$ cat config.mk
export PLATFORM = sky130hd
export DESIGN_NAME = dff_shift_sequencer
export DESIGN_NICKNAME = d
export VERILOG_FILES = /design/src/rtl/dff_shift_sequencer.sv
export SDC_FILE = /design/constraint.sdc
export NUM_CORES = 1
export LEC_CHECK = 0
export CAP_MARGIN = 10
export CORE_AREA = 2 2 39 41
export DETAILED_ROUTE_END_ITERATION = 16
export DIE_AREA = 0 0 41 43
export GPL_TIMING_DRIVEN = 0
export PLACE_DENSITY = 0.76
export SETUP_SLACK_MARGIN = 0.2
export SKIP_CTS_REPAIR_TIMING = 1
export SKIP_LAST_GASP = 1
export SYNTH_ARGS = -nofsm -noshare
export SYNTH_HDL_FRONTEND = slang
export SYNTH_SLANG_ARGS = --single-unit
$ cat constraint.sdc
create_clock -name C -period 2.9 [get_ports C]
set_input_delay 0.435 -clock C [delete_from_list [all_inputs] [get_ports C]]
set_output_delay 0.435 -clock C [all_outputs]
set_load 0.01 [all_outputs]
$ cat src/rtl/dff_shift_sequencer.sv
// Parallel-in/serial-out sequencer: captures a word on start and shifts it out
// one bit per clock in the captured direction, reporting busy, bit index and done.
module dff_shift_sequencer #(
   parameter int WIDTH = 4,
   parameter int CW    = 2
) (
   input  logic             C,
   input  logic             RE,
   input  logic             start,
   input  logic [WIDTH-1:0] din,
   input  logic             dir,
   input  logic             en,
   output logic             sout,
   output logic             busy,
   output logic             done,
   output logic [CW-1:0]    cnt
);

   typedef enum logic [1:0] {
      ST_IDLE  = 2'd0,
      ST_SHIFT = 2'd1,
      ST_DONE  = 2'd2
   } state_t;

   localparam logic [CW-1:0] LAST_IDX = CW'(WIDTH - 1);
   localparam logic [CW-1:0] ONE_IDX  = CW'(1);

   state_t           state_q, state_d;
   logic [WIDTH-1:0] shreg_q, shreg_d;
   logic             dir_q, dir_d;
   logic [CW-1:0]    cnt_q, cnt_d;

   // State and datapath registers with synchronous reset
   always_ff @(posedge C) begin
      if (RE) begin
         state_q <= ST_IDLE;
         shreg_q <= {WIDTH{1'b0}};
         dir_q   <= 1'b0;
         cnt_q   <= {CW{1'b0}};
      end else begin
         state_q <= state_d;
         shreg_q <= shreg_d;
         dir_q   <= dir_d;
         cnt_q   <= cnt_d;
      end
   end

   // Next-state logic: capture in IDLE, shift toward the output end in SHIFT
   always_comb begin
      state_d = state_q;
      shreg_d = shreg_q;
      dir_d   = dir_q;
      cnt_d   = cnt_q;
      case (state_q)
         ST_IDLE: begin
            if (start) begin
               shreg_d = din;
               dir_d   = dir;
               cnt_d   = {CW{1'b0}};
               state_d = ST_SHIFT;
            end else begin
               state_d = ST_IDLE;
            end
         end
         ST_SHIFT: begin
            if (en) begin
               if (cnt_q == LAST_IDX) begin
                  shreg_d = {WIDTH{1'b0}};
                  cnt_d   = {CW{1'b0}};
                  state_d = ST_DONE;
               end else begin
                  shreg_d = dir_q ? (shreg_q >> 1) : (shreg_q << 1);
                  cnt_d   = cnt_q + ONE_IDX;
               end
            end else begin
               state_d = ST_SHIFT;
            end
         end
         ST_DONE: begin
            cnt_d   = {CW{1'b0}};
            state_d = ST_IDLE;
         end
         default: begin
            shreg_d = {WIDTH{1'b0}};
            dir_d   = 1'b0;
            cnt_d   = {CW{1'b0}};
            state_d = ST_IDLE;
         end
      endcase
   end

   // Outputs decoded from registered state only
   always_comb begin
      sout = 1'b0;
      busy = 1'b0;
      done = 1'b0;
      cnt  = {CW{1'b0}};
      case (state_q)
         ST_SHIFT: begin
            busy = 1'b1;
            sout = dir_q ? shreg_q[0] : shreg_q[WIDTH-1];
            cnt  = cnt_q;
         end
         ST_DONE: begin
            done = 1'b1;
         end
         ST_IDLE: begin
            busy = 1'b0;
         end
         default: begin
            done = 1'b0;
         end
      endcase
   end

endmodule

==> metrics.cfg <==
[worst_setup_path]
critical_path.reg2reg.startpoint = state_q[0]
critical-path-max-stage-delay_ps = 530
critical_path_arrival_ps = 1760
crit_start = state_q[1]
cp_cell_sequence = inv_1 > ha_1 > buf_2 > and2_1 > clkdlybuf4s50_1
worst-path-max-fanout = 10
cp.required_ps = 2470
setup.worst_path.end_class = output port
cp-endpoint = cnt[0]
r2r_cells = 6
worst-r2r-setup-slack_ps = 1300
critical_path.slowest_cell = sky130_fd_sc_hd__clkdlybuf4s50_1
rr_endpoint = shreg_q[1]
critPathKind = reg2out
startpoint_type = flop

[yosys]
synthesis.instances = 62
muxShareOfSynthArea = 0.0580
yosys_most_used_dff = sky130_fd_sc_hd__dfxtp_1
yosys.area_share.adder = 0.112
yosys.cell_types.count = 27
synth-edff-count = 0
synth_sequential_area_ratio = 0.321
async_flop_share = 0
syn_area_um2 = 561
synth-simple-area-share = 0.219
yosysWarningCount = 0
synth.net_count = 76
synth-compound-area-share = 0.234
flip_flop_and_latch_count_after_synthesis = 9
synth_area_per_cell_um2 = 9.04
synth_xor_xnor_area_share = 0
combinational_family_with_the_most_area_after_synthesis = compound AO/OA/AOI/OAI gates

[detailed_routing]
drc = 0
drt-vias-per-instance = 5.65
drt_pass1_iterations = 4
drt_iter0_drc = 25
antenna_left = 0
vias = 531
wl_per_cell_um = 13.7
drt-total-wl_um = 1290

[global_routing]
vias_in_the_first_global_route = 482
pin_count_of_the_biggest_net_entering_global_routing = 11
grt_first_pass_wirelength_um = 2210
grt_util_all_layers = 0.188
grt_overflow = 0
number_of_antenna_violations_at_the_first_check_in_global_routing = 0

[die]
die_height_um = 43
floorplan.die_area_um2 = 1760
boundaryPins = 14
std_cell_rows = 14
die_width_um = 41
design.core.area_um2 = 1380
initial_core_util = 0.405

[clocking]
cts-root-buf = sky130_fd_sc_hd__clkbuf_4
cts_tree = done
numCtsBuffers = 3
clock_sinks = 9
cts.htree.levels = 1
cts_buffer_depth = 2
clock_transition_at_the_register_clock_pins_on_the_worst_setup_and_hold_paths_after_cts_ps = 70
clk_latency_ps = 270

[pwr]
totalPowerFinal_uw = 320
vdd_ir_drop_max_mv = 0.228
power_density_nw_per_um2 = 440
standby_leakage_power_uw = 0.000280

[sta]
max_freq_ghz = 0.455
report.final.slew_viol_count = 0
grt_setup_unrepaired = no
fin_skew_ps = 1.70
setup_tns_ps = 0
worst_pin_slew_ps = 479
final_min_period_over_clock_period = 0.759
final_critical_path_setup_slack_ps = 700
setup_violations = 0
finalCriticalPeriod_ps = 2200
finalHoldViolations = 0
relSlewSlack = 0.678

[layout]
stdcell_count = 94
finalCoreUtilization = 0.525
drive_above_1_share = 0.103
seqCellArea_um2 = 180
multi_input_area_um2 = 349
fillcell_total = 143
areaGrowthSynthToFinish_pct = 29.7
antenna_cell_count = 0
final_net_count = 93

[worst_hold_path]
timing.hold.worst.class = reg2reg
holdCritStartpoint = cnt_q[1]

[place]
gp_congestion = 0.791
placement.setup.worst_slack_ps = 1030
place_inst = 90
dp_hpwl_um = 895
buffer_ports.inserted = 12

[job]
max_cap_violations = 0

[run_status]
status = finished, final reports clean

## cell usage after synthesis, drive strengths merged, types with 3 or more instances
master / count / area share
ha: 5 / 0.11
a31oi: 4 / 0.045
dfxtp: 9 / 0.32
inv: 3 / 0.020
nor2b: 4 / 0.058
a21oi: 6 / 0.054
a211oi: 5 / 0.067
o21ai: 3 / 0.027
## routing by layer
metal | track usage | wire [um]
met5 | 0 | 0
met3 | 0.0524 | 62
met2 | 0.263 | 582
met1 | 0.252 | 615
met4 | 0.100 | 30
## logic make-up after synthesis
group	Yosys count
muxes	3
AOI/OAI and AO/OA	21
and+or+nand+nor	18
DFF	9
adders and majority gates	5
buffers and inverters	6
## worst min path at each step
stage / to / slack, ps / cells past startpoint
after floorplan: cnt_q[1] / 480 / 2
after global placement: state_q[1] / 510 / 2
after detailed placement: cnt_q[1] / 500 / 2
after CTS: cnt_q[1] / 520 / 2
after global routing: cnt_q[1] / 550 / 2
final: cnt_q[1] / 520 / 2
## through the flow
stage / cell area [um^2] / hold WS, ps
floorplan: 561 / 478
global placement: 701 / 506
detailed placement: 701 / 502
CTS: 727 / 516
global route: 727 / 546
finish: 727 / 515
## sequential cells by signal, indices dropped and copies added, names as in the netlist
signal / flops
shreg_q: 4
state_q: 2
dir_q: 1
cnt_q: 2
## critical path, delay by kind of cell (launching register included)
family	cells	cell delay (ps)
flip-flops	1	330
AND/OR/NAND/NOR	1	150
adder cells (fa/ha/maj)	1	190
buffers and inverters	3	820
## area by class of cell
type / instances / area share
buffer: 3 / 0.0275
inverter: 3 / 0.0155
sequential: 9 / 0.248
tap: 16 / 0.0275
multi-input combinational: 47 / 0.480
timing repair buffer: 12 / 0.165
clock buffer: 4 / 0.0361
## power breakdown
part | switching [uW] | leakage (uW) | total, uW | internal [uW]
Combinational | 34.4 | 0.000191 | 74.5 | 40.1
Sequential | 7.99 | 0.0000740 | 141 | 133
Clock | 50.9 | 0.0000150 | 104 | 53.2
## cell usage in the layout (no fill, tap or decap), drive strengths merged, types with 3 or more instances in the layout
cell | netlist | layout
a21oi | 6 | 6
o21ai | 3 | 3
dfxtp | 9 | 9
nor2b | 4 | 4
a31oi | 4 | 4
ha | 5 | 5
inv | 3 | 3
clkbuf | 1 | 5
a211oi | 5 | 5
clkdlybuf4s50 | 0 | 12
Power figures use the tool's default switching activity.
==> edit (config.mk and constraints unchanged) <==
Set the parameter `CW` to 1 (it was 2).
--- a/src/rtl/dff_shift_sequencer.sv
+++ b/src/rtl/dff_shift_sequencer.sv
@@ -2,7 +2,7 @@
 // one bit per clock in the captured direction, reporting busy, bit index and done.
 module dff_shift_sequencer #(
    parameter int WIDTH = 4,
-   parameter int CW    = 2
+   parameter int CW    = 1
 ) (
    input  logic             C,
    input  logic             RE,
Interface: changed (resized cnt); port bits go from 14 to 13. No check against the original RTL was run, so the function may have changed too.
==> edit against the unedited design <==
  * Global-route usage is 3.4 points lower
  * Sequential cell count is 1 lower
  * Routed wire length is 16% lower
  * Via count is 11% lower
  * Setup slack better by 0.066 ns
  * Synthesized cell count is 9.7% lower
  * Highest routed layer unchanged
  * Count of clock-buffer cells in the layout is 1 lower
  * Area after synthesis is 10% lower
  * Final area is 8.4% lower
  * Clock power is 18% lower
  * Total power is 8.8% lower
==> edit: results (changes against the unedited design) <==
Run status
  – Status: completed

Synthesis
  – Synth async-reset ratio: 0 (unchanged)
  – Synth cell count leaders: dfxtp_1, inv_1, nand2_1, o21ai_0
  – Synth top area cells: dfxtp_1, ha_1, mux2i_1
  – Ys flop type: dfxtp_1
  – Register area share after synthesis: 0.318 (-0.00302)
  – Synth warn: 0 (unchanged)
  – Syn Area/Cell: 8.98 um2 (-0.65%)
  – Yosys cell types: 28 (+3.7%)
  – Mapped Nets: 68 (-11%)

Setup path
  – Crit path largest cell delay: 0.54 ns
  – RR Endpoint: shreg_q[3]
  – Critical-path top delay cell: clkdlybuf4s50_1
  – R2R cell count: 5 (-1)
  – Critical Path Fanout Max: 9 (-1)
  – Critical Path Start: state_q[1]
  – CP arrival: 1.70 ns (-0.06 ns)
  – Flop-to-flop setup slack: 1.15 ns (-0.15 ns)
  – Kind of cell adding the most delay to the critical path: buffers and inverters

Power and ir drop
  – Leak: 0.000267 uW (-4.8%)
  – VDD IR max: 261 uV (+14%)

Final layout
  – Final #Nets: 85 (-8.6%)
  – ANT cells: 0 (unchanged)
  – Share of cells above drive strength 1: 0.113 (+0.0101)
  – Biggest regs: shreg_q x4, state_q x2
  – Filler Cell Count: 145 (+1.4%)

Global routing
  – Antenna violations before repair: 0 (unchanged)
  – All-Layer GR Usage: 0.154 (-0.0339)
  – Largest net degree at the start of global routing: 10 (-1)
  – Global-route wire length before repair: 1.80 mm (-18%)
  – Vias in the first global route: 418 (-13%)

Drt
  – WL final: 1.09 mm (-16%)
  – Average vias per placed instance: 5.40 (-4.4%)
  – Routed vias: 470 (-11%)
  – Initial DRC count: 4 (-84%)
  – DR pass1 iterations: 4 (unchanged)

Placed design
  – Gpl congestion: 0.707 (-11%)
  – Dpl cells: 84 (-6.7%)
  – Dpl cell area: 643 um2 (-8.2%)
  – I/O Buffers: 12 (unchanged)
  – Post-DP HPWL: 808 um (-9.7%)

Clock tree
  – CTS HTree Levels: 1 (unchanged)
  – Number of buffers created by CTS: 3 (unchanged)
  – Clock Path Buffers: 2 (unchanged)
  – Clock transition at path regs: 0.06 ns
  – Clk_lat worst skew: 0.25 ns (-0.02 ns)
  – Root buffer cell: clkbuf_4

Worst hold path
  – Hold Path Sink: shreg_q[2]
  – Hold crit path type: reg -> reg
  – Hold Crit Depth: 1 (-1)
  – Min-delay src: shreg_q[2]

Timing
  – Worst Skew: 0.00545 ns (+0.00375 ns)
  – Min Hold Slack: 0.529 ns (+0.0132 ns)
  – Tightest Pin Transition: 0.412 ns (-0.0667 ns)
[edit: cell count changes after synthesis, moves of 3 or more]
cell / delta
a31oi_1: -4
nand2_1: +3
a21oi_1: -3
a211oi_1: -4
[edit: layer usage]
| metal | vias up | GRT usage | wire length, um | share of wire |
|---|---|---|---|---|
| met5 | - | 0 | 0 | 0 |
| met4 | 0 | 0.100 | 12 | 0.011 |
| met3 | 2 | 0.0471 | 66 | 0.061 |
| met2 | 16 | 0.219 | 493 | 0.45 |
| met1 | 212 | 0.192 | 515 | 0.47 |
| li1 | 240 | - | - | - |
[edit: cell type report]
| type | instances | area share |
|---|---|---|
| sequential | 8 | 0.241 |
| tap | 16 | 0.0301 |
| clock buffer | 3 | 0.0338 |
| timing repair buffer | 12 | 0.180 |
| buffer | 2 | 0.0226 |
| inverter | 5 | 0.0282 |
| multi-input combinational | 41 | 0.464 |
[edit: kinds of logic after synthesis]
kind of cell	share of synthesized area
mux	0.0597
simple gates	0.221
compound gates	0.259
buf+inv	0.0672
fa+ha+maj	0.0746
flops	0.318
[edit: how the worst max path moves through the flow]
| stage | end | slack, ns | depth (start not counted) |
|---|---|---|---|
| finish | sout | 0.77 | 4 |
| global route | sout | 0.65 | 4 |
| CTS | sout | 0.75 | 4 |
| detailed placement | shreg_q[3] | 0.96 | 4 |
| global placement | shreg_q[3] | 0.95 | 4 |
| floorplan | shreg_q[3] | 1.23 | 6 |
[edit: worst register-to-register path, cell delays in order (launching register included)]
cell and delay, ns:
dfxtp_1 0.36, inv_1 0.07, ha_1 0.28, nor2b_1 0.22
or3_4 0.36, o311a_1 0.35
[edit: power breakdown]
group	leakage, uW	switching, uW	internal [uW]
clock	0.0000138	38.2	47.4
sequential	0.0000657	6.86	119
combinational	0.000187	36.3	43.3
total	0.000267	81.4	210
[edit: through the flow]
stage	util	setup slack, ns
final	0.481	0.767
after global routing	0.481	0.653
after CTS	0.481	0.749
after detailed placement	0.465	0.959
after global placement	0.465	0.950
after floorplan	-	1.23
